**src/rtl/vram_arbiter.sv**
```systemverilog
// Single-port VRAM arbiter: display prefetch FIFO with an urgency threshold
// competing against host writes, plus a byte serialiser for 8 bpp pixels.
module vram_arbiter #(
  parameter int ADDR_W          = 19,
  parameter int WORDS_PER_FRAME = 327680,
  parameter int FIFO_DEPTH      = 4,
  parameter int URGENT_LVL      = 2
) (
  input  logic              FCLK,
  input  logic              RST_IN,
  input  logic              frame_start,
  input  logic              pix_req,
  output logic [7:0]        PIXEL_DATA,
  output logic              underflow,
  input  logic              host_valid,
  output logic              host_ready,
  input  logic [ADDR_W-1:0] host_addr,
  input  logic [31:0]       host_data,
  output logic              mem_en,
  output logic              mem_we,
  output logic [ADDR_W-1:0] mem_addr,
  output logic [31:0]       mem_wdata,
  input  logic [31:0]       mem_rdata
);

  localparam int FW = ADDR_W + 1;
  localparam int PW = (FIFO_DEPTH > 1) ? $clog2(FIFO_DEPTH) : 1;
  localparam int CW = $clog2(FIFO_DEPTH + 1);
  localparam logic [FW-1:0] FRAME_END = FW'(WORDS_PER_FRAME);
  localparam logic [CW-1:0] DEPTH_C   = CW'(FIFO_DEPTH);
  localparam logic [CW-1:0] URGENT_C  = CW'(URGENT_LVL);
  localparam logic [PW-1:0] LAST_PTR  = PW'(FIFO_DEPTH - 1);

  logic [FW-1:0] fetch_addr_p0;
  logic          rd_vld_p1;
  logic [31:0]   fifo_q [FIFO_DEPTH];
  logic [PW-1:0] rd_ptr;
  logic [PW-1:0] wr_ptr;
  logic [CW-1:0] level;
  logic [1:0]    bsel;

  logic [CW-1:0] occ;
  logic          fifo_empty;
  logic          host_in_frame;
  logic          rd_elig;
  logic          rd_urgent;
  logic          rd_gnt;
  logic          host_gnt;
  logic          pix_take;
  logic          push;
  logic          pop;

  function automatic logic [PW-1:0] ptr_inc(input logic [PW-1:0] p);
    return (p == LAST_PTR) ? '0 : p + PW'(1);
  endfunction

  function automatic logic [7:0] pick_byte(input logic [31:0] w, input logic [1:0] sel);
    return w[{sel, 3'b000} +: 8];
  endfunction

  always_comb begin
    occ           = level + CW'(rd_vld_p1);
    fifo_empty    = (level == '0);
    host_in_frame = ({1'b0, host_addr} < FRAME_END);
    rd_elig       = !RST_IN && !frame_start && (fetch_addr_p0 < FRAME_END) && (occ < DEPTH_C);
    rd_urgent     = rd_elig && (occ < URGENT_C);
    host_gnt      = !RST_IN && host_valid && !rd_urgent;
    rd_gnt        = rd_elig && !host_gnt;
    pix_take      = pix_req && !frame_start && !RST_IN;
    pop           = pix_take && !fifo_empty && (bsel == 2'd3);
    push          = rd_vld_p1;
  end

  // Stage p0: grant and RAM strobe
  assign host_ready = host_gnt;
  assign mem_en     = rd_gnt || (host_gnt && host_in_frame);
  assign mem_we     = host_gnt && host_in_frame;
  assign mem_addr   = rd_gnt ? fetch_addr_p0[ADDR_W-1:0] : host_addr;
  assign mem_wdata  = host_data;
  assign PIXEL_DATA = (RST_IN || fifo_empty) ? 8'h00 : pick_byte(fifo_q[rd_ptr], bsel);

  always_ff @(posedge FCLK) begin
    if (RST_IN) begin
      fetch_addr_p0 <= '0;
      rd_vld_p1     <= 1'b0;
      rd_ptr        <= '0;
      wr_ptr        <= '0;
      level         <= '0;
      bsel          <= 2'd0;
      underflow     <= 1'b0;
    end else if (frame_start) begin
      fetch_addr_p0 <= '0;
      rd_vld_p1     <= 1'b0;
      rd_ptr        <= '0;
      wr_ptr        <= '0;
      level         <= '0;
      bsel          <= 2'd0;
    end else begin
      if (rd_gnt) fetch_addr_p0 <= fetch_addr_p0 + FW'(1);
      rd_vld_p1 <= rd_gnt;
      if (push) wr_ptr <= ptr_inc(wr_ptr);
      if (pop) rd_ptr <= ptr_inc(rd_ptr);
      case ({push, pop})
        2'b10:   level <= level + CW'(1);
        2'b01:   level <= level - CW'(1);
        default: ;
      endcase
      if (pix_take) begin
        if (fifo_empty) underflow <= 1'b1;
        else            bsel <= bsel + 2'd1;
      end
    end
  end

  // Stage p1: read data lands in the FIFO; stale slots are unreachable after a flush
  always_ff @(posedge FCLK) begin
    if (push) fifo_q[wr_ptr] <= mem_rdata;
  end

endmodule

```
**config.mk**
```make
export PLATFORM = sky130hd
export DESIGN_NAME = vram_arbiter
export DESIGN_NICKNAME = d
export VERILOG_FILES = /design/src/rtl/vram_arbiter.sv
export SDC_FILE = /design/constraint.sdc
export NUM_CORES = 1
export LEC_CHECK = 0
export ABC_AREA = 1
export CAP_MARGIN = 5
export CORE_MARGIN = 5
export CORE_UTILIZATION = 56
export CTS_CLUSTER_SIZE = 28
export DETAILED_ROUTE_END_ITERATION = 12
export GPL_TIMING_DRIVEN = 0
export PLACE_DENSITY = 0.86
export SLEW_MARGIN = 20
export SYNTH_ARGS = -nofsm -noshare
export SYNTH_HDL_FRONTEND = slang
export SYNTH_SLANG_ARGS = --single-unit
```
**constraint.sdc**
```tcl
create_clock -name FCLK -period 4.46 [get_ports FCLK]
set_input_delay 0.892 -clock FCLK [delete_from_list [all_inputs] [get_ports FCLK]]
set_output_delay 0.892 -clock FCLK [all_outputs]
set_load 0.005 [all_outputs]
```
; ---- Word-level counts from Yosys, hierarchy flattened
; Memory sizes are Yosys's and may differ from the RTL's. A register that Yosys moved wholly into a read port is not among the register bits.
; Cells that the tools add are included.
; W data, S select, Z words.
[op_classes]
add_sub_neg = 7
magnitude_cmp = 4
eq_ne = 5
shift = 1
n_mux = 9
n_bitwise = 2
reduce_logical = 24
[op_table]
columns = operator, n
row1 = $shiftx A32 B6 Y8, 1
row2 = $add A20 B1 Y20 const B, 1
row3 = $lt A20 B19 Y1 const B, 1
row4 = $lt A19 B19 Y1 const B, 1
row5 = $mux W19, 1
row6 = $logic_and A1 B1 Y1, 12
row7 = $eq A2 B2 Y1 const B, 4
row8 = $mux W2, 4
row9 = $mux W8, 1
row10 = $add A2 B1 Y2 const B, 3
row11 = $pmux W3 S2, 1
row12 = $logic_not A1 Y1, 5
row13 = $add A3 B1 Y3, 1
row14 = $add A3 B1 Y3 const B, 1
row15 = $logic_not A3 Y1, 1
row16 = $lt A3 B2 Y1 const B, 1
row17 = $lt A3 B3 Y1 const B, 1
row18 = $reduce_and A3 Y1, 1
row19 = $sub A3 B1 Y3 const B, 1
row20 = $eq A2 B1 Y1 const B, 1
row21 = $logic_or A1 B1 Y1, 2
row22 = $mux W1, 2
row23 = $not A1 Y1, 2
row24 = $reduce_and A2 Y1, 1
row25 = other kinds (2), 2
[totals]
ff_bits = 31
ramBits = 128
inputBits = 88
output_inout_bits = 63
word_cells = 60
memories = 1
[memory_table]
columns = name, words, width, read_ports, rd_clocked_by_memory_dff, wr, line
row1 = fifo_q, 4, 32, 1, 1, 1, 36  ; logic [31:0] fifo_q [FIFO_DEPTH];

; ---- Longest topological paths before layout
; Gate-level depths: netlist (run 1).
[logic_depth]
depth_word = 10
depth_mapped = 13
mapped_depth_nobuf = 12

; ---- Worst setup path before layout (run 1)
; No wires, ideal clock.
[synth_timing]
path_kind = input port to output port
from = input RST_IN
to = output mem_addr[10]
arrival_time_ns = 1.735
t_required_ns = 3.568
slack_ns = 1.833
path_stages = 10
n_path_buf = 2
cell_sequence = inv_2 -> nand2_1 -> nor2_2 -> nand3_2 -> a21oi_2 -> inv_2 -> buf_6 -> buf_6 -> nand2_1 -> o21ai_1
[synth_between]
elab_chain_cells = 10
word_cells_on_any_way = 11
[synth_lines]
columns = item, line
row1 = from (decl), 10  ; input logic RST_IN,
row2 = $logic_not A1 Y1 (*), "65, 67"
row3 = $logic_and A1 B1 Y1 (3 in a row), 65  ; rd_elig = !RST_IN && !frame_start && (fetch_addr_p0 < FRAME_END) && (occ < DEPTH_C);
row4 = $logic_and A1 B1 Y1, 66  ; rd_urgent = rd_elig && (occ < URGENT_C);
row5 = $logic_not A1 Y1, 67  ; host_gnt = !RST_IN && host_valid && !rd_urgent;
row6 = $logic_and A1 B1 Y1, 67
row7 = $logic_not A1 Y1, 68  ; rd_gnt = rd_elig && !host_gnt;
row8 = $logic_and A1 B1 Y1 (*), 68
row9 = $mux W19 (*), 78  ; assign mem_addr = rd_gnt ? fetch_addr_p0[ADDR_W-1:0] : host_addr;
row10 = to (decl), 21  ; output logic [ADDR_W-1:0] mem_addr,
; Mark *: on every way between the ends. The rest lies on a longest branch, timed or not.

; ---- Worst setup path in the final report (run 1)
[layout_timing]
from = input RST_IN
to = output mem_addr[3]
; The elaborated chain is that of the path after synthesis.

==> results.ini, run 1 <==
[run_status]
run_status = complete, no violations

[cts]
clock_sinks = 161
clk_latency_ns = 0.43
cts.repair.resized = 0
clock_path_buffers = 2
cts_root_buf = clkbuf_16
cts_tree = built
ctsHoldBuffers = 0
cts_inserted_buffers = 17
h-tree-depth = 4
cts_setup_buffers = 0
clk_transition_reported_paths_ns = 0.06

[timing]
timing.final.crit_period_ns = 3.82
grt_setup_unrepaired = no
hold_viol_final = 0
timing_worst_slew_pin_value_ns = 0.810
setup_viol = 0
achievable-frequency_mhz = 262
timing.clock.skew_ns = 0.00967
timing.final.crit_share_pct = 85.6
timing.max_slew.rel_slack_pct = 45.9
fin_ws_ns = 0.642
final-max-slew-violation-count = 0
final_total_negative_setup_slack_ns = 0

[routing]
routed_wire_length_per_instance_um = 16.9
drt_iter0_drcs = 628
drcViolationCount = 0
via_per_inst = 5.46
via_count = 5964
first_pass_iters = 5
drt-total-wl_um = 18400
route.antenna.remaining_nets = 0

[pwr]
worst_ir_drop_vdd_mv = 0.281
p_per_area_mw_per_mm2 = 352
cellLeakagePower_nw = 3.60

[synthesis]
synth_cell_type_count = 32
synthCells = 764
ys_dominant_reg_cell = edfxtp_1
yosys_warn_count = 0
proportion_of_synthesized_chip_area_in_sequential_cells_pct = 60.3
netlist_area_mm2 = 0.00748
async_set_or_reset_flop_fraction_in_the_synthesized_netlist_pct = 0
synth_area_per_cell_um2 = 9.79
synth_fp_nets = 862
synth_enable_flop_cells = 128
synth_seq_cells = 161

[floorplanning]
core_region_area_mm2 = 0.0132
design.die.area_mm2 = 0.0158
top_level_ports = 151
fp.dieW_um = 126
initial_core_util_pct = 56.7
num_rows = 42
dieHeight_um = 126

[worst_setup_path]
critical_path.max_stage_delay_ns = 0.53
critPathMaxFanout = 10
crit_path_end_kind = output port
kind_of_critical_path = input port to output port
critPathLaunchType = input port
crit_required_ns = 3.57
timing.critical_path.cells = clkdlybuf4s50_1 -> inv_2 -> nand2_1 -> nor2_2 -> nand3_2 -> a21oi_2 -> inv_2 -> buf_2 -> o21ai_0 -> clkdlybuf4s50_1
timing.critical_path.slowest_stage_cell = clkdlybuf4s50_1
cp.arrival_ns = 2.93

[placement]
detailedPlace.worstSlack_ns = 0.639
port-buffer-count = 118
dp_hpwl_um = 12500
rd_place_congestion = 0.852

[finish]
nets = 1001
area_growth_syn_to_layout_pct = 27.6
fillers = 885
num_antenna_cells = 0
post_route_cells_drive_above_1_share_pct = 10.9

[global_routing]
number_of_global_route_vias_before_repair = 5957
grt_use_total_pct = 23.3
pin_count_of_the_biggest_net_entering_global_routing = 33
overflow_after_grt = 0
initial_antenna_violation_count = 0
first_pass_grt_wire_length_um = 29100

[run]
max_cap_check_violation_count = 0

[min_path]
hold_class = flop to flop

cells in the mapped netlist, types with 9 or more instances:
master	count	area, um2
nor2_1	35	131
buf_2	23	115
o21ai_1	12	60.1
o21ai_0	50	250
inv_1	109	409
buf_4	32	240
edfxtp_1	128	3840
o211ai_1	36	270
dfxtp_1	33	661
nand2_1	152	571
a21oi_1	57	285
ha_1	9	113
nand3_1	46	230
routing by layer:
metal  global-route usage (%)  up-vias  part of all wire, %
li1                         -     2818                    -
met1                     28.0     2758                   38
met2                     39.9      340                   50
met3                     5.80       48                  9.5
met4                     9.69        0                  2.5
met5                        0        -                    0
where the power goes:
part | switching, W | internal (W)
combinational | 0.0000954 | 0.000133
clock | 0.000631 | 0.000847
sequential | 0.00000806 | 0.00164
metrics by stage:
stage	power, W	hold WS [ns]	instance area, um2	util, %	instances
after floorplan	0.00177	0.442	7480	-	764
after global placement	0.00190	0.449	8880	67.3	1058
after detailed placement	0.00191	0.459	8920	67.7	1060
after CTS	0.00336	0.478	9540	72.3	1092
after global routing	0.00344	0.502	9540	72.3	1092
final	0.00336	0.473	9540	72.3	1092
registers in the layout, indices dropped and copies added, names as in the netlist, named ones only:
signal         cells
level              3
rd_ptr             2
fifo_q           128
push               1
wr_ptr             2
bsel               2
underflow          1
fetch_addr_p0     20
layout by cell type (no fill, tap or decap), types with 2 or more instances in the layout:
| master | netlist | layout |
|---|---|---|
| a21boi_0 | 4 | 4 |
| a21oi_1 | 57 | 57 |
| buf_1 | 2 | 2 |
| buf_2 | 23 | 23 |
| buf_4 | 32 | 32 |
| buf_6 | 2 | 2 |
| clkbuf_1 | 7 | 7 |
| clkbuf_16 | 0 | 20 |
| clkdlybuf4s50_1 | 0 | 118 |
| dfxtp_1 | 33 | 33 |
| edfxtp_1 | 128 | 128 |
| ha_1 | 9 | 9 |
| inv_1 | 109 | 105 |
| inv_2 | 2 | 6 |
| inv_6 | 0 | 8 |
| nand2_1 | 152 | 152 |
| nand3_1 | 46 | 46 |
| nand4_1 | 2 | 2 |
| nor2_1 | 35 | 35 |
| nor3_1 | 3 | 3 |
| o211ai_1 | 36 | 36 |
| o21a_1 | 2 | 2 |
| o21ai_0 | 50 | 50 |
| o21ai_1 | 12 | 12 |
| xor2_1 | 8 | 8 |
critical path, delay by kind of cell:
kind / cells / cell delay [ns]
compound gates: 2 / 0.37
buf+inv: 5 / 1.38
simple gates: 3 / 0.28
worst paths after layout:
check                                 start                              to  slack [ns]  cells past startpoint
max                                  RST_IN                     mem_addr[3]        0.64                     10
min          fetch_addr_p0[19]$_SDFFE_PN0P_  fetch_addr_p0[19]$_SDFFE_PN0P_        0.47                      2
max reg2reg           level[0]$_SDFFE_PN0P_           level[2]$_SDFFE_PN0P_        2.13                     11
min reg2reg  fetch_addr_p0[19]$_SDFFE_PN0P_  fetch_addr_p0[19]$_SDFFE_PN0P_        0.47                      2
area by class of cell:
type / count / area [um2] / area share [%]
Sequential cell: 161 / 4500 / 47.2
Inverter: 111 / 417 / 4.37
Tap cell: 176 / 220 / 2.31
Timing Repair Buffer: 120 / 1230 / 12.9
Buffer: 66 / 412 / 4.32
Clock inverter: 11 / 97.6 / 1.02
Clock buffer: 21 / 514 / 5.39
Multi-Input combinational cell: 426 / 2140 / 22.5
kinds of logic (layout without fill, tap and decap cells):
| kind of cell | after synthesis | after routing | share of synthesized area [%] |
|---|---|---|---|
| and+or+nand+nor | 243 | 243 | 13.3 |
| DFF | 161 | 161 | 60.3 |
| xor gates and xnor gates | 8 | 8 | 0.937 |
| AOI/OAI and AO/OA | 165 | 165 | 12.6 |
| buffers and inverters | 177 | 329 | 11.1 |
| adders and majority gates | 10 | 10 | 1.77 |
(Power assumes the default switching activity.)
==> inputs of run 2 (changes only) <==
Settings changed: CORE_ASPECT_RATIO set to 0.9, GPL_ROUTABILITY_DRIVEN set to 0, SKIP_CTS_REPAIR_TIMING set to 1.
==> results.ini, run 2 (synthesis results as in run 1) <==
[run_status]
run_status = complete, no violations

[floorplanning]
dieHeight_um = 120  ; -4.7%
design.die.area_mm2 = 0.0158  ; about the same
fp.dieW_um = 132  ; +5.0%
core_region_area_mm2 = 0.0132  ; +0.17%
top_level_ports = 151  ; unchanged
num_rows = 40  ; -4.8%
initial_core_util_pct = 56.6  ; -0.097 points

[routing]
via_per_inst = 5.59  ; +2.3%
drcViolationCount = 0  ; unchanged
drt-total-wl_um = 19200  ; +4.3%
route.antenna.remaining_nets = 0  ; unchanged
routed_wire_length_per_instance_um = 17.8  ; +5.3%
first_pass_iters = 5  ; unchanged
drt_iter0_drcs = 735  ; +17%
via_count = 6046  ; +1.4%

[worst_setup_path]
r2r_setup_slack_ns = 2.03  ; -0.10 ns
critPathLaunchType = input port
crit_path_end_kind = output port
critPathMaxFanout = 8  ; -2
crit_required_ns = 3.57  ; about the same
kind_of_critical_path = input port to output port
cp.arrival_ns = 3.03  ; +0.10 ns

[pwr]
worst_ir_drop_vdd_mv = 0.421  ; +50%
combinationalPowerShare_pct = 6.7  ; about the same
power.share.clock_pct = 44.7  ; +0.7 points
power.net_switching_w = 0.000693  ; -5.7%
power_frac_seq_pct = 48.6  ; -0.6 points
intPower_w = 0.00271  ; +3.3%
switching_share_pct = 20.4  ; -1.5 points
p_total_w = 0.00340  ; +1.3%
cellLeakagePower_nw = 3.57  ; -0.92%
p_per_area_mw_per_mm2 = 358  ; +1.7%

[cts]
cts_root_buf = clkbuf_16
clock_path_buffers = 2  ; unchanged
clk_latency_ns = 0.42  ; about the same
h-tree-depth = 4  ; unchanged
cts_inserted_buffers = 17  ; unchanged
clk_transition_reported_paths_ns = 0.06  ; about the same
clock_sinks = 161  ; unchanged
cts_tree = built

[timing]
timing.final.crit_share_pct = 87.9  ; +2.3 points
achievable-frequency_mhz = 255  ; -2.6%
final_total_negative_setup_slack_ns = 0  ; unchanged
timing.max_slew.rel_slack_pct = 40.5  ; -5.4 points
setup_viol = 0  ; unchanged
grt_setup_unrepaired = no
timing.clock.skew_ns = 0.00509  ; -0.00458 ns
timing_worst_slew_pin_value_ns = 0.892  ; +0.0816 ns
timing.final.crit_period_ns = 3.92  ; +0.103 ns
final-max-slew-violation-count = 0  ; unchanged
worst_hold_slack_ns = 0.470  ; -0.00278 ns
hold_viol_final = 0  ; unchanged

[finish]
largest_reg_flops = 128  ; unchanged
area_growth_syn_to_layout_pct = 27.1
nets = 1000  ; -0.10%
fillers = 879  ; -0.68%
fin_util_pct = 71.9  ; -0.38 points
num_antenna_cells = 0  ; unchanged
layout_common_cells = nand2_1 (152), edfxtp_1 (128), clkdlybuf4s50_1 (118)
post_route_cells_drive_above_1_share_pct = 10.5  ; -0.41 points
post_layout_nonfiller_instances = 1082  ; -0.92%
top_register = fifo_q
layout.cells.most_common = nand2_1
reg_top3 = fifo_q (128), fetch_addr_p0 (20), level (3)

[global_routing]
number_of_global_route_vias_before_repair = 5804  ; -2.6%
first_pass_grt_wire_length_um = 30000  ; +2.9%
initial_antenna_violation_count = 0  ; unchanged
grt_use_total_pct = 24.1  ; +0.81 points
overflow_after_grt = 0  ; unchanged
pin_count_of_the_biggest_net_entering_global_routing = 33  ; unchanged

[placement]
dp_hpwl_um = 12500  ; -0.13%
dp.cells = 1051  ; -0.85%
port-buffer-count = 118  ; unchanged

[run]
max_cap_check_violation_count = 0  ; unchanged

[min_path]
hold_class = flop to flop

## run 2: cell count changes in the layout (fill, tap and decap cells not counted)
cell	before	now
buf_16	1	0
bufinv_16	0	4
clkbuf_1	7	8
clkbuf_16	20	17
clkbuf_8	1	0
clkinv_1	0	1
clkinvlp_4	1	6
inv_6	8	1
inv_8	1	0
## run 2: critical path: stages
cell and delay [ns]:
clkdlybuf4s50_1 0.49, nor2_1 0.64, a21boi_0 0.42, clkdlybuf4s50_1 0.59
## run 2: cell type report
cell class / count / area (um2) / share of cell area, %
Sequential cell: 161 / 4500 / 47.4
Multi-Input combinational cell: 426 / 2140 / 22.6
Timing Repair Buffer: 119 / 1200 / 12.6
Clock buffer: 18 / 429 / 4.52
Inverter: 111 / 417 / 4.38
Buffer: 66 / 412 / 4.33
Tap cell: 168 / 210 / 2.21
Clock inverter: 13 / 186 / 1.96
## run 2: routing by layer
metal  part of all wire, %  vias to the layer above  GRT usage [%]
li1                      -                     2813              -
met1                    39                     2830           31.3
met2                    49                      373           40.2
met3                    10                       30           6.24
met4                   1.3                        0           6.81
met5                     0                        -              0
## run 2: worst paths after layout
path                                  startpoint                              to  cells past startpoint
hold reg to reg   fetch_addr_p0[19]$_SDFFE_PN0P_  fetch_addr_p0[19]$_SDFFE_PN0P_                      2
setup / recovery                          RST_IN                   PIXEL_DATA[6]                      4
setup reg to reg           level[0]$_SDFFE_PN0P_           level[2]$_SDFFE_PN0P_                     11
hold / removal    fetch_addr_p0[19]$_SDFFE_PN0P_  fetch_addr_p0[19]$_SDFFE_PN0P_                      2
## run 2: power groups by stage
| stage | clock (W) | sequential, W | combinational (W) |
|---|---|---|---|
| floorplan | 0 | 0.00168 | 0.0000842 |
| global placement | 0 | 0.00168 | 0.000220 |
| detailed placement | 0 | 0.00168 | 0.000226 |
| CTS | 0.00152 | 0.00165 | 0.000229 |
| global route | 0.00160 | 0.00165 | 0.000245 |
| finish | 0.00152 | 0.00165 | 0.000229 |
## run 2: stage by stage
stage	cell area, um2	setup WS [ns]
CTS	9500	0.663
global route	9500	0.517
finish	9500	0.539
detailed placement	8890	0.666
global placement	8870	0.687
floorplan	7480	1.83
==> inputs of run 3 (changes only) <==
Settings changed: GPL_TIMING_DRIVEN 0 to not set, RECOVER_POWER set to 50, SETUP_SLACK_MARGIN set to 0.02.
==> results.ini, run 3 (synthesis results as in run 1) <==
[run_status]
run_status = finished, violations left
violations = max-capacitance violations, max-slew violations

[worst_setup_path]
critical_path.max_stage_delay_ns = 0.53  ; -0.11 ns
critPathLaunchType = input port
path_buf_inv = 4  ; +2
crit_required_ns = 3.57  ; about the same
timing.critical_path.slowest_stage_cell = clkdlybuf4s50_1
timing.critical_path.cells = clkdlybuf4s50_1 -> inv_2 -> nand2_1 -> nor2_2 -> nand3_2 -> a21oi_2 -> inv_2 -> nand2_1 -> o21ai_1 -> clkdlybuf4s50_1
reg2reg_depth = 5  ; -6
crit_path_end_kind = output port
crit_family = buffers and inverters
r2r_setup_slack_ns = 1.82  ; -0.21 ns
reg2reg_from = wr_ptr[0]$_SDFFE_PN0P_
cp.arrival_ns = 3.03  ; about the same
critPathMaxFanout = 49  ; +41
kind_of_critical_path = input port to output port
r2r-end = fifo_q[0][0]$_DFFE_PP_

[min_path]
hold_class = flop to flop
worstHoldStart = fetch_addr_p0[19]$_SDFFE_PN0P_
whs_path_depth = 2  ; unchanged
hold_end = fetch_addr_p0[19]$_SDFFE_PN0P_

[timing]
hold_viol_final = 0  ; unchanged
setup_viol = 0  ; unchanged
grt_setup_unrepaired = no
timing.max_slew.rel_slack_pct = -41.4  ; -82 points
final-max-slew-violation-count = 66  ; +66
timing.final.crit_share_pct = 87.9  ; about the same
timing.final.crit_period_ns = 3.92  ; -0.000110 ns
worst_hold_slack_ns = 0.468  ; -0.00276 ns
timing_worst_slew_pin_value_ns = 2.12  ; +1.23 ns
final_total_negative_setup_slack_ns = 0  ; unchanged
achievable-frequency_mhz = 255  ; about the same
timing.clock.skew_ns = 0.00611  ; +0.00101 ns

[routing]
drcViolationCount = 0  ; unchanged
drt-total-wl_um = 16300  ; -15%
drt_iter0_drcs = 593  ; -19%
first_pass_iters = 5  ; unchanged
routed_wire_length_per_instance_um = 16.3  ; -8.1%
via_count = 5447  ; -9.9%
route.antenna.remaining_nets = 0  ; unchanged
via_per_inst = 5.46  ; -2.2%

[cts]
clock_sinks = 161  ; unchanged
cts_tree = built
cts_inserted_buffers = 17  ; unchanged
clk_latency_ns = 0.42  ; about the same
clock_path_buffers = 2  ; unchanged
cts_root_buf = clkbuf_16
h-tree-depth = 4  ; unchanged
clk_transition_reported_paths_ns = 0.06  ; about the same

[global_routing]
number_of_global_route_vias_before_repair = 5290  ; -8.9%
grt_use_total_pct = 20.9  ; -3.2 points
overflow_after_grt = 0  ; unchanged
initial_antenna_violation_count = 0  ; unchanged
pin_count_of_the_biggest_net_entering_global_routing = 72  ; +120%
first_pass_grt_wire_length_um = 26100  ; -13%

[finish]
area_growth_syn_to_layout_pct = 18.0
top_register = fifo_q
post_route_cells_drive_above_1_share_pct = 5.68  ; -4.8 points
fin_util_pct = 66.8  ; -5.2 points
reg_top3 = fifo_q (128), fetch_addr_p0 (20), level (3)
layout.cells.most_common = nand2_1
fillers = 953  ; +8.4%
layout_common_cells = nand2_1 (152), edfxtp_1 (128), inv_1 (109)
nets = 914  ; -8.6%
largest_reg_flops = 128  ; unchanged

[floorplanning]
fp.dieW_um = 132  ; unchanged
design.die.area_mm2 = 0.0158  ; unchanged
num_rows = 40  ; unchanged
dieHeight_um = 120  ; unchanged
initial_core_util_pct = 56.6  ; unchanged
core_region_area_mm2 = 0.0132  ; unchanged
top_level_ports = 151  ; unchanged

[pwr]
worst_ir_drop_vdd_mv = 0.298  ; -29%
p_per_area_mw_per_mm2 = 369  ; +3.1%
combinationalPowerShare_pct = 5.1  ; -1.6 points
switching_share_pct = 20.1  ; -0.28 points
power.share.clock_pct = 44.2  ; -0.5 points
intPower_w = 0.00260  ; -4.0%
cellLeakagePower_nw = 3.22  ; -9.8%
power.net_switching_w = 0.000654  ; -5.6%
p_total_w = 0.00325  ; -4.3%
power_frac_seq_pct = 50.7  ; +2.1 points

[placement]
port-buffer-count = 86  ; -27%
dp_hpwl_um = 10300  ; -18%

[run]
max_cap_check_violation_count = 2  ; +2

run 3: cell count changes in the layout (fill, tap and decap cells not counted), sizes merged, moves of 2 or more:
cell	change
clkdlybuf4s50	-64
buf	-49
dlygate4sd3	+32
clkbuf	-6
clkinv	+3
clkinvlp	-2
run 3: layer usage:
layer / global-route usage [%] / vias to the layer above / wire length [um]
li1: - / 2640 / -
met1: 27.0 / 2516 / 6600
met2: 34.1 / 251 / 8060
met3: 4.78 / 40 / 1320
met4: 9.00 / 0 / 313
met5: 0 / - / 0
run 3: how the worst max path moves through the flow:
stage          startpoint      endpoint  cells after the start
3_3_place_gp       RST_IN   mem_addr[9]                     10
2_1_floorplan      RST_IN  mem_addr[10]                     10
5_1_grt            RST_IN   mem_addr[7]                     10
6_report           RST_IN  mem_addr[10]                     10
3_5_place_dp       RST_IN  mem_addr[10]                     10
4_1_cts            RST_IN  mem_addr[10]                     10
run 3: worst reg2reg max path, delay by kind of cell, from the launching register on:
kind                       cells  cell delay [ns]
adders and majority gates      1             0.15
buffers and inverters          3             1.66
DFF                            1             0.35
and+or+nand+nor                1             0.05
run 3: power by group through the flow:
stage	sequential [W]	clock [W]	combinational, W
3_5_place_dp	0.00168	0	0.000170
2_1_floorplan	0.00168	0	0.0000842
5_1_grt	0.00165	0.00152	0.000181
6_report	0.00165	0.00144	0.000165
3_3_place_gp	0.00168	0	0.000166
4_1_cts	0.00165	0.00146	0.000172
run 3: final cells by class:
type / count / area (um2) / area share (%)
sequential: 161 / 4510 / 51.1
multi-input combinational: 426 / 2140 / 24.3
timing repair buffer: 99 / 951 / 10.8
clock buffer: 17 / 425 / 4.82
inverter: 111 / 417 / 4.72
tap: 168 / 210 / 2.38
clock inverter: 14 / 164 / 1.86
antenna: 1 / 2.50 / 0.0284
run 3: metrics by stage:
| step | cell area, um2 | worst slack (ns) | std cells |
|---|---|---|---|
| floorplan | 7480 | 1.83 | 764 |
| global placement | 8240 | 0.608 | 965 |
| detailed placement | 8240 | 0.548 | 965 |
| CTS | 8830 | 0.547 | 996 |
| global route | 8820 | 0.338 | 996 |
| finish | 8820 | 0.540 | 997 |
==> patch 1: new RTL, config.mk and constraints of run 1 <==
Reset style: asynchronous (`RST_IN`), changed in one clocked block.
--- a/src/rtl/vram_arbiter.sv
+++ b/src/rtl/vram_arbiter.sv
@@ -81,3 +81,3 @@
 
-  always_ff @(posedge FCLK) begin
+  always_ff @(posedge FCLK or posedge RST_IN) begin
     if (RST_IN) begin
Behaviour: differs if RST_IN is asserted again (counterexample within 4 cycles, from zero or initial values and one cycle with RST_IN high); with RST_IN held inactive, the same outputs for 4 cycles.
==> patch 1 against run 1 <==
  * Register-to-register slack improved by 0.29 ns
  * Combinational power increased by 17%
  * Count of clock-buffer cells in the layout decreased by 2
  * Cell area decreased by 0.58%
  * Clock skew about the same
  * Non-clock buffer count decreased by 2
  * Area after synthesis increased by 0.74%
  * Sequential cell count decreased by 2
  * Worst setup slack got worse by 0.41 ns
  * Routed wire length decreased by 0.12%
  * Total power decreased by 2.9%
  * Critical endpoint is now mem_addr[5]
==> patch 1: results (changes against run 1) <==
Setup path
  • R2R setup slack: 2.42 ns (+0.29 ns)
  • Setup crit end: mem_addr[5]
  • Largest stage delay, worst path: 0.51 ns (-0.02 ns)
  • R2R Path End: fetch_addr_p0[15]

Hold path
  • Hold Crit Endpoint: underflow
  • WHS Path Cells: 1 (-1)
  • Hold path start: underflow

Synthesis
  • Post-synthesis sequential area ratio: 61.3% (+1.1 points)
  • Synth top cells by count: nand2_1 (177), nor2_1 (152), edfxtp_1 (128), o21ai_0 (63)
  • Post-synth ARST share: 19.5% (+19 points)
  • Average size of a mapped cell: 9.67 µm² (-1.2%)

Power
  • Leakage dissipation: 3.71 nW (+3.0%)

GRT
  • Total GRT Usage: 22.8% (-0.45 points)
  • Vias in the first global route: 5,660 (-5.0%)
  • First-pass GRT wire length: 28,400 µm (-2.6%)

Drt
  • DRC marker count from the first detailed-route iteration: 658 (+4.8%)
  • Routed WL per cell: 16.7 µm (-1.3%)
  • DR vias/cell: 5.46 (about the same)

Timing
  • FMAX: 0.237 GHz (-9.6%)
  • Hold slack: 0.475 ns (+0.00214 ns)
  • Max-slew headroom at the worst pin: 40.6% (-5.4 points)

Finish
  • Final #Nets: 1,012 (+1.1%)
  • Share of cells above drive strength 1: 9.90% (-1.0 points)

Placed design
  • Placed cells: 1,073 (+1.2%)
  • Routability cong.: 0.919 (+7.8%)
  • Pre-CTS setup slack: 0.0322 ns (-0.607 ns)
  • DP HPWL: 12,400 µm (-1.3%)

Outcome
  • Status: completed
## patch 1: timing repair
action / 4_1_cts / 5_1_grt
hold buffers: 0 / 0
endpoints found under the setup margin: 0 / 12
gates resized for setup: 0 / 2
## patch 1: final cells by class
class | instances | area share (%)
inverters | 43 | 1.73
well taps | 176 | 2.32
multi-input cells | 511 | 24.6
plain buffers | 66 | 4.38
clock inverters | 13 | 1.20
flip-flops and latches | 159 | 48.7
repair buffers | 118 | 12.5
clock buffers | 19 | 4.57
## patch 1: power by group through the flow
stage / registers [W] / clock network (W) / logic [W]
3_5_place_dp: 0.00168 / 0 / 0.000264
5_1_grt: 0.00165 / 0.00142 / 0.000289
2_1_floorplan: 0.00168 / 0 / 0.000109
6_report: 0.00165 / 0.00134 / 0.000266
3_3_place_gp: 0.00168 / 0 / 0.000259
4_1_cts: 0.00165 / 0.00135 / 0.000266
## patch 1: per-layer routing
metal,routed length (µm),track usage (%)
met1,7100,29.8
met2,8740,36.6
met4,427,8.71
met5,0,0
met3,2140,6.35
## patch 1: through the flow
stage | power (W) | TNS [ns] | util, %
2_1_floorplan | 0.00179 | 0 | -
3_3_place_gp | 0.00194 | -4.42 | 67.7
3_5_place_dp | 0.00195 | 0 | 67.7
4_1_cts | 0.00327 | 0 | 71.9
5_1_grt | 0.00336 | 0 | 71.9
6_report | 0.00326 | 0 | 71.9
## patch 1: kinds of logic after synthesis
group | Yosys count | synth area share [%]
compound gates | 112 | 8.42
xor+xnor | 8 | 0.930
fa+ha+maj | 8 | 1.43
buf+inv | 109 | 7.66
flops | 159 | 61.3
simple gates | 383 | 20.2
==> patch 2: new RTL, settings of run 1 <==
Made on the original files. `FIFO_DEPTH`: 4 -> 2.
--- a/src/rtl/vram_arbiter.sv
+++ b/src/rtl/vram_arbiter.sv
@@ -5,3 +5,3 @@
   parameter int WORDS_PER_FRAME = 327680,
-  parameter int FIFO_DEPTH      = 4,
+  parameter int FIFO_DEPTH      = 2,
   parameter int URGENT_LVL      = 2
Check against the original RTL: not equivalent (a bounded check fails within 4 cycles, from zero or initial values and one cycle with RST_IN high).
==> patch 2 against run 1 <==
  * Total power fell by 48%
  * Cell area fell by 37%
  * Sequential power fell by 43%
  * First-iteration DRC count fell by 43%
  * Area after synthesis fell by 40%
  * Hold slack got worse by 0.0035 ns
  * Routed wire length fell by 34%
  * Sequential cell count fell by 68
  * Worst setup slack improved by 0.048 ns
  * Critical endpoint unchanged
  * Highest routed layer unchanged
==> patch 2: results (changes against run 1) <==
Synthesis
  • Distinct cells, synth: 34 (+6.3%)
  • Adder-Cell Fraction of Synth Area: 0.837% (-0.94 points)
  • Post-synthesis compound-gate area fraction: 10.9% (-1.7 points)
  • Number of synthesized flops with an enable pin: 64 (-50%)
  • Syn Nets: 585 (-32%)
  • Post-synthesis sequential area ratio: 55.8% (-4.4 points)
  • Synth area leaders: edfxtp_1 (43%), dfxtp_1 (13%), nor2_1 (7.7%), nand2_1 (7.4%), buf_4 (5.5%)
  • Synth top cells by count: nor2_1 (92), nand2_1 (88), edfxtp_1 (64), o21ai_0 (49), inv_1 (34)
  • XOR/XNOR Fraction of Synth Area: 0.977% (+0.040 points)
  • Average size of a mapped cell: 9.08 µm² (-7.3%)

Placed design
  • Routability cong.: 0.888 (+4.2%)
  • DP HPWL: 9140 µm (-27%)
  • Pre-CTS setup slack: 0.680 ns (+0.0409 ns)
  • Area post-placement: 5820 µm² (-35%)

Clock tree
  • H-tree Lvls: 3 (-1)
  • Worst-path clk slew: 0.09 ns (+0.03 ns)
  • Root Buffer: clkbuf_8
  • TritonCTS Buffers: 9 (-8)
  • Clk Latency, worst-skew pair: 0.35 ns (-0.08 ns)

Power
  • Largest vdd supply drop: 0.190 mV (-32%)
  • Net Switching: 0.000392 W (-47%)
  • Clock Power Share: 32.8% (-11 points)
  • Comb power frac: 12.4% (+5.6 points)
  • Leakage dissipation: 2.18 nW (-40%)

Finish
  • Final #Nets: 715 (-29%)
  • Inverters: 37 (-67%)
  • Final Non-Filler Cells: 731 (-33%)
  • Multi-input gates: 313 (-27%)
  • Non-Clock Buffer Area Fraction: 25.6% (+8.4 points)
  • Non-clock buffers: 170 (-8.6%)
  • Regs by FF count: fifo_q x64, fetch_addr_p0 x20
  • Multi-input logic area: 1510 µm² (-30%)
  • FF/Latch Area: 2500 µm² (-44%)
  • ClkCell Share: 3.27% (-3.2 points)
  • Clkbuf count: 10 (-52%)
  • Seq Cell Count: 93 (-42%)

Floorplanning
  • Full die area: 9900 µm² (-37%)

Outcome
  • Status: completed

Timing
  • Final setup skew: 0.0109 ns (+0.00119 ns)
  • Max-slew headroom at the worst pin: 51.3% (+5.4 points)

Setup path
  • R2R Path End: level[1]
  • R2R setup slack: 2.67 ns (+0.54 ns)
  • RR Startpoint: bsel[0]
  • Largest stage delay, worst path: 0.60 ns (+0.07 ns)
  • Critical Path AT: 2.88 ns (-0.05 ns)

Drt
  • DR vias/cell: 5.42 (-0.81%)
  • DRC marker count from the first detailed-route iteration: 360 (-43%)
  • Routed WL per cell: 16.7 µm (-0.77%)

Hold path
  • Hold Crit Endpoint: underflow
  • Hold path start: underflow

GRT
  • Largest net degree at the start of global routing: 34 (+3.0%)
  • First-pass GRT wire length: 18,900 µm (-35%)
patch 2: how the worst max path moves through the flow:
stage | startpoint | to | slack (ns) | depth (start not counted)
floorplan | frame_start | mem_addr[13] | 1.91 | 7
global placement | RST_IN | mem_en | 0.70 | 9
detailed placement | RST_IN | mem_addr[5] | 0.68 | 10
CTS | RST_IN | mem_en | 0.69 | 9
global route | RST_IN | mem_addr[4] | 0.57 | 10
finish | RST_IN | mem_addr[3] | 0.69 | 10
patch 2: per-layer routing:
| layer | part of all wire, % | GRT usage, % | vias up |
|---|---|---|---|
| met2 | 49 | 41.8 | 219 |
| met4 | 1.2 | 6.51 | 0 |
| met5 | 0 | 0 | - |
| li1 | - | - | 1868 |
| met3 | 11 | 5.33 | 17 |
| met1 | 39 | 30.6 | 1856 |
patch 2: worst max-delay path, delay by kind of cell:
| family | cells | cell delay (ns) |
|---|---|---|
| compound gates | 1 | 0.09 |
| buf+inv | 5 | 1.59 |
| simple gates | 4 | 0.29 |
